### config.mk
export PLATFORM = sky130hd
export DESIGN_NAME = reg_dump_ctrl
export DESIGN_NICKNAME = d
export VERILOG_FILES = /design/src/rtl/reg_dump_ctrl.sv
export SDC_FILE = /design/constraint.sdc
export NUM_CORES = 1
export LEC_CHECK = 0
export BUFFER_PORTS_ARGS = -buffer_cell sky130_fd_sc_hd__buf_2
export CAP_MARGIN = 5
export CORE_MARGIN = 1
export CORE_UTILIZATION = 50
export CTS_BUF_LIST = sky130_fd_sc_hd__clkbuf_2 sky130_fd_sc_hd__clkbuf_4 sky130_fd_sc_hd__clkbuf_8
export DETAILED_ROUTE_END_ITERATION = 8
export HOLD_SLACK_MARGIN = 0.02
export PLACE_DENSITY_LB_ADDON = 0.2
export SYNTH_ARGS = -nofsm -noshare
export SYNTH_HDL_FRONTEND = slang
export SYNTH_SLANG_ARGS = --single-unit
### constraint.sdc
create_clock -name clk -period 2.35 [get_ports clk]
set_input_delay 0.235 -clock clk [delete_from_list [all_inputs] [get_ports clk]]
set_output_delay 0.235 -clock clk [all_outputs]
set_load 0.02 [all_outputs]
### src/rtl/reg_dump_ctrl.sv
// Register-bank readback engine: fetches two registers per access through the
// bank's asynchronous read ports and streams them out one per valid/ready beat.
module reg_dump_ctrl #(
  parameter int DATA_W = 32,
  parameter int ADDR_W = 5
) (
  input  logic              clk,
  input  logic              rst,
  input  logic              start,
  input  logic [ADDR_W-1:0] first_reg,
  input  logic [ADDR_W-1:0] last_reg,
  output logic              busy,
  output logic              freeze,
  output logic              done,
  output logic [ADDR_W-1:0] ra1,
  output logic [ADDR_W-1:0] ra2,
  input  logic [DATA_W-1:0] rd1,
  input  logic [DATA_W-1:0] rd2,
  output logic              out_valid,
  input  logic              out_ready,
  output logic [DATA_W-1:0] out_data,
  output logic [ADDR_W-1:0] out_idx,
  output logic              out_last
);

  typedef enum logic [2:0] {
    IDLE,
    FETCH,
    SEND0,
    SEND1,
    DONE
  } state_t;

  state_t            state, state_nxt;
  logic [ADDR_W-1:0] ptr, ptr_nxt;
  logic [ADDR_W-1:0] last, last_nxt;
  logic [ADDR_W-1:0] ptr_p1;
  logic [DATA_W-1:0] buf0, buf1;

  // Pointer arithmetic wraps modulo the bank size.
  assign ptr_p1 = ptr + ADDR_W'(1);

  always_ff @(posedge clk) begin
    if (rst) begin
      state <= IDLE;
      ptr   <= '0;
      last  <= '0;
      buf0  <= '0;
      buf1  <= '0;
    end else begin
      state <= state_nxt;
      ptr   <= ptr_nxt;
      last  <= last_nxt;
      if (state == FETCH) begin
        buf0 <= rd1;
        buf1 <= rd2;
      end
    end
  end

  always_comb begin
    state_nxt = state;
    ptr_nxt   = ptr;
    last_nxt  = last;
    busy      = 1'b1;
    done      = 1'b0;
    out_valid = 1'b0;
    out_data  = '0;
    out_idx   = '0;
    out_last  = 1'b0;
    ra1       = ptr;
    ra2       = ptr_p1;

    case (state)
      IDLE: begin
        // Read addresses are parked at zero while idle so they match reset.
        busy = 1'b0;
        ra1  = '0;
        ra2  = '0;
        if (start) begin
          ptr_nxt   = first_reg;
          last_nxt  = last_reg;
          state_nxt = (first_reg <= last_reg) ? FETCH : DONE;
        end
      end
      FETCH: begin
        state_nxt = SEND0;
      end
      SEND0: begin
        out_valid = 1'b1;
        out_data  = buf0;
        out_idx   = ptr;
        out_last  = (ptr == last);
        if (out_ready) begin
          state_nxt = (ptr == last) ? DONE : SEND1;
        end
      end
      SEND1: begin
        out_valid = 1'b1;
        out_data  = buf1;
        out_idx   = ptr_p1;
        out_last  = (ptr_p1 == last);
        if (out_ready) begin
          if (ptr_p1 == last) begin
            state_nxt = DONE;
          end else begin
            ptr_nxt   = ptr + ADDR_W'(2);
            state_nxt = FETCH;
          end
        end
      end
      DONE: begin
        done      = 1'b1;
        state_nxt = IDLE;
      end
      default: begin
        state_nxt = IDLE;
      end
    endcase

    freeze = busy;
  end

endmodule

==> impl_summary.log <==
INFO  metric outcome = complete, no violations
INFO  metric final_cell_area = 4790 sq um
INFO  metric pre_cts_ws = 228 ps
INFO  metric hold_path_startpoint = rd2[25]
INFO  metric hold_path_class = primary input to flop
INFO  metric worst_slew_pin_slew = 808 ps
INFO  metric layout_min_cycle_time = 2220 ps
INFO  metric netlist_top_cells_area = sky130_fd_sc_hd__dfxtp_1 40%, sky130_fd_sc_hd__nand2_1 14%, sky130_fd_sc_hd__a21oi_1 9.6%
INFO  metric timing.critical_path.fanout_max = 7
INFO  metric dr.first_iter.drc_count = 191
INFO  metric cellPowerDensity = 754 nW/um^2
INFO  metric dieWidth = 90.2 microns
INFO  metric num-fill-cells = 707
INFO  metric max_slew_margin = 46.1%
INFO  metric drt_pass1_iterations = 5
INFO  metric clock_tree.htree_level_count = 3
INFO  metric post-synth-top-count-cell = sky130_fd_sc_hd__nand2_1
INFO  metric placeableCoreArea = 7370 sq um
INFO  metric final-hold-violation-count = 0
INFO  metric layout-area-overhead-vs-synth = 23.0%
INFO  metric power_leakage = 2.01 nW
INFO  metric sequentialPowerShare = 44.1%
INFO  metric syn-num-nets = 597
INFO  metric critical-path-max-stage-delay = 400 ps
INFO  metric antenna_violations_before_repair = 0
INFO  metric cts_made_buffers = 9
INFO  metric fp-row-count = 31
INFO  metric synth_seq_area_share = 39.6%
INFO  metric layout.core_utilization = 65.0%
INFO  metric r2r-end = ptr[1]
INFO  metric ir_drop = 0.000451 V
INFO  metric switching_power = 1.28 mW
INFO  metric setup.worst_path.class = flop to primary output
INFO  metric die_y_extent = 90.2 microns
INFO  metric pint = 2.33 mW
INFO  metric reg2reg_slack = 250 ps
INFO  metric netlist.area_leader.share = 39.6%
INFO  metric wirelength = 9830 microns
INFO  metric cell_at_the_slowest_stage_of_the_critical_path = sky130_fd_sc_hd__dfxtp_2
INFO  metric totalNegativeSetupSlack = 0 ps
INFO  metric count_of_flip_flops_with_a_built_in_enable_after_synthesis = 0
INFO  metric largest_net_degree_at_the_start_of_global_routing = 79
INFO  metric buffer_ports.inserted = 129
INFO  metric die_area = 8140 sq um
INFO  metric grt_setup_unrepaired = no
INFO  metric clk_transition_reported_paths = 70 ps
INFO  metric cap_viol_max_count = 0
INFO  metric final_gp_congestion = 0.839
INFO  metric antenna_cells = 0
INFO  metric worst_ep_required_time = 2120 ps
INFO  metric worst_hold_path.endpoint = buf1[25]
INFO  metric timing.critical_path.cells = ha_2 -> xnor2_1 -> a22oi_2 -> o211a_2 -> mux2i_1 -> nor2_1 -> buf_2
INFO  metric netlist_area = 3890 sq um
INFO  metric timing.critical_path.buf_inv = 1
INFO  metric netSwitchingFraction = 35.5%
INFO  metric floorplan.initialDensity = 52.8%
INFO  metric global_route.usage.total = 24.5%
INFO  metric critical_path_at = 1990 ps
INFO  metric global_route_wire_length_before_repair = 16200 microns
INFO  metric start_kind = flop
INFO  metric reg.largest.list = buf0 (32), buf1 (32)
INFO  metric regToRegStartpoint = ptr[1]
INFO  metric fin_nets = 712
INFO  metric ctsLongestPathBuffers = 2
INFO  metric synth.avg_cell_area = 7.60 sq um
INFO  metric crit_path_end_kind = primary output
INFO  metric grt.overflow.total = 0
INFO  metric rr_worst_depth = 7
INFO  metric synth.distinct_cells = 53
INFO  metric async_flop_share = 0%
INFO  metric worst_path_top_cell_family_by_delay = compound AO/OA/AOI/OAI gates
INFO  metric timing.final.max_slew_violations = 0
INFO  metric clock_share_of_power = 23.7%
INFO  metric drt.antenna.violating_nets = 0
INFO  metric fin_total_pwr = 3.61 mW
INFO  metric timing.clock.skew = 4.31 ps
INFO  metric synth-warning-count = 0
INFO  metric post-dp-hpwl = 6820 microns
INFO  metric fmaxAchievable = 450 MHz
INFO  metric number_of_storage_elements_in_the_synthesis_netlist = 77
INFO  metric setup_slack = 129 ps
INFO  metric comb_power_share = 32.2%
INFO  metric via_count = 3773
INFO  metric drt-wirelength-per-cell = 13.5 microns
INFO  metric final-setup-viol-count = 0
INFO  metric post_drt_via_cell_ratio = 5.17
INFO  metric synthDominantAreaCellType = sky130_fd_sc_hd__dfxtp_1
INFO  metric synth_cells = 512
INFO  metric synth_top_flop_cell = sky130_fd_sc_hd__dfxtp_1
INFO  metric synth_common_cells = 147 x sky130_fd_sc_hd__nand2_1, 77 x sky130_fd_sc_hd__dfxtp_1, 75 x sky130_fd_sc_hd__a21oi_1
INFO  metric pin_count = 130
INFO  metric postPlaceCellArea = 4600 sq um
INFO  metric worst_skew_pair.late_latency = 340 ps
INFO  metric final_layout_size_suffix_gt1_share = 28.2%
INFO  metric layout_worst_path_cycle_share = 94.5%
INFO  metric tritoncts_clock_tree = yes
INFO  metric number_of_global_route_vias_before_repair = 3608
INFO  metric worst_hold_path.num_cells = 3
INFO  metric root_buffer = sky130_fd_sc_hd__clkbuf_8
INFO  metric remaining_drc_errors = 0
INFO  metric tritoncts_num_sinks = 77
## through the flow
step	cells	hold slack, ps
global placement	714	441
detailed placement	714	446
CTS	730	111
floorplan	512	355
finish	730	131
global route	730	119
## kinds of logic after synthesis
| kind of cell | count (synthesis) | synth area share [%] |
|---|---|---|
| AOI/OAI and AO/OA | 99 | 14.9 |
| buffers and inverters | 52 | 5.95 |
| xor gates and xnor gates | 14 | 3.70 |
| adders and majority gates | 7 | 2.25 |
| DFF | 77 | 39.6 |
| and+or+nand+nor | 229 | 24.8 |
| muxes | 34 | 8.74 |
## worst min-delay path: cells and delay by family
family,cells,cell delay (ps)
AO/OA/AOI/OAI,1,50
AND/OR/NAND/NOR,1,40
buffers and inverters,1,90
## final cells by class
type / count / area (sq um) / area share, %
clock buffer: 11 / 139 / 2.90
clock inverter: 4 / 26.3 / 0.549
inverter: 11 / 41.3 / 0.862
multi-input combinational: 383 / 2130 / 44.6
sequential: 77 / 1550 / 32.3
tap: 99 / 124 / 2.59
timing repair buffer: 145 / 778 / 16.3
## cells in the final DEF, fill, tap and decap left out, types with 2 or more instances in the layout
master                     Yosys  final
sky130_fd_sc_hd__and2_1        6      5
sky130_fd_sc_hd__a21o_1        2      2
sky130_fd_sc_hd__nor2_1       50     50
sky130_fd_sc_hd__o21ai_1       2      2
sky130_fd_sc_hd__dfxtp_1      77     75
sky130_fd_sc_hd__xor2_1        7      7
sky130_fd_sc_hd__nor3_1        3      3
sky130_fd_sc_hd__nor2b_1       2      2
sky130_fd_sc_hd__xnor2_1       5      5
sky130_fd_sc_hd__clkbuf_8      0      9
sky130_fd_sc_hd__ha_1          7      6
sky130_fd_sc_hd__a211oi_1      3      3
sky130_fd_sc_hd__nand4_1       2      2
sky130_fd_sc_hd__clkbuf_4      0      2
sky130_fd_sc_hd__mux2i_1      34     34
sky130_fd_sc_hd__nand3b_1      2      2
sky130_fd_sc_hd__nor3b_1       2      2
sky130_fd_sc_hd__nand2_1     147    146
sky130_fd_sc_hd__nand3_1       5      5
sky130_fd_sc_hd__a21oi_1      75     75
sky130_fd_sc_hd__buf_4         3     15
sky130_fd_sc_hd__buf_2         8    129
sky130_fd_sc_hd__clkinv_2      0      2
sky130_fd_sc_hd__inv_1        10     10
## power by group through the flow
stage / Combinational (mW) / Sequential, mW / Clock (mW)
after detailed placement: 1.15 / 1.62 / 0
final: 1.16 / 1.59 / 0.857
after global routing: 1.28 / 1.61 / 0.942
after floorplan: 0.864 / 1.56 / 0
after CTS: 1.16 / 1.59 / 0.888
after global placement: 1.13 / 1.61 / 0
## per-layer routing
metal  track usage [%]  part of all wire [%]  vias to the layer above
met5                 0                     0                        -
met4              9.81                   2.2                        0
met3              5.25                   5.9                       19
met2              39.9                    48                      116
met1              31.5                    44                     1725
li1                  -                     -                     1913
## how the worst max path moves through the flow
stage,startpoint,slack [ps],endpoint,cells after the start
finish,ptr[1],130,out_last,7
global route,ptr[1],3,out_last,7
CTS,ptr[1],6,out_last,7
detailed placement,ptr[1],230,ptr[1],6
global placement,ptr[1],310,out_last,7
floorplan,ptr[0],370,out_last,7
## timing repair
action                     CTS  global route
pin swaps                    1             0
buffers inserted             1             0
setup endpoints to repair    1            10
gates resized for setup      1             3
hold buffers                 0             0
Power figures use the tool's default switching activity.
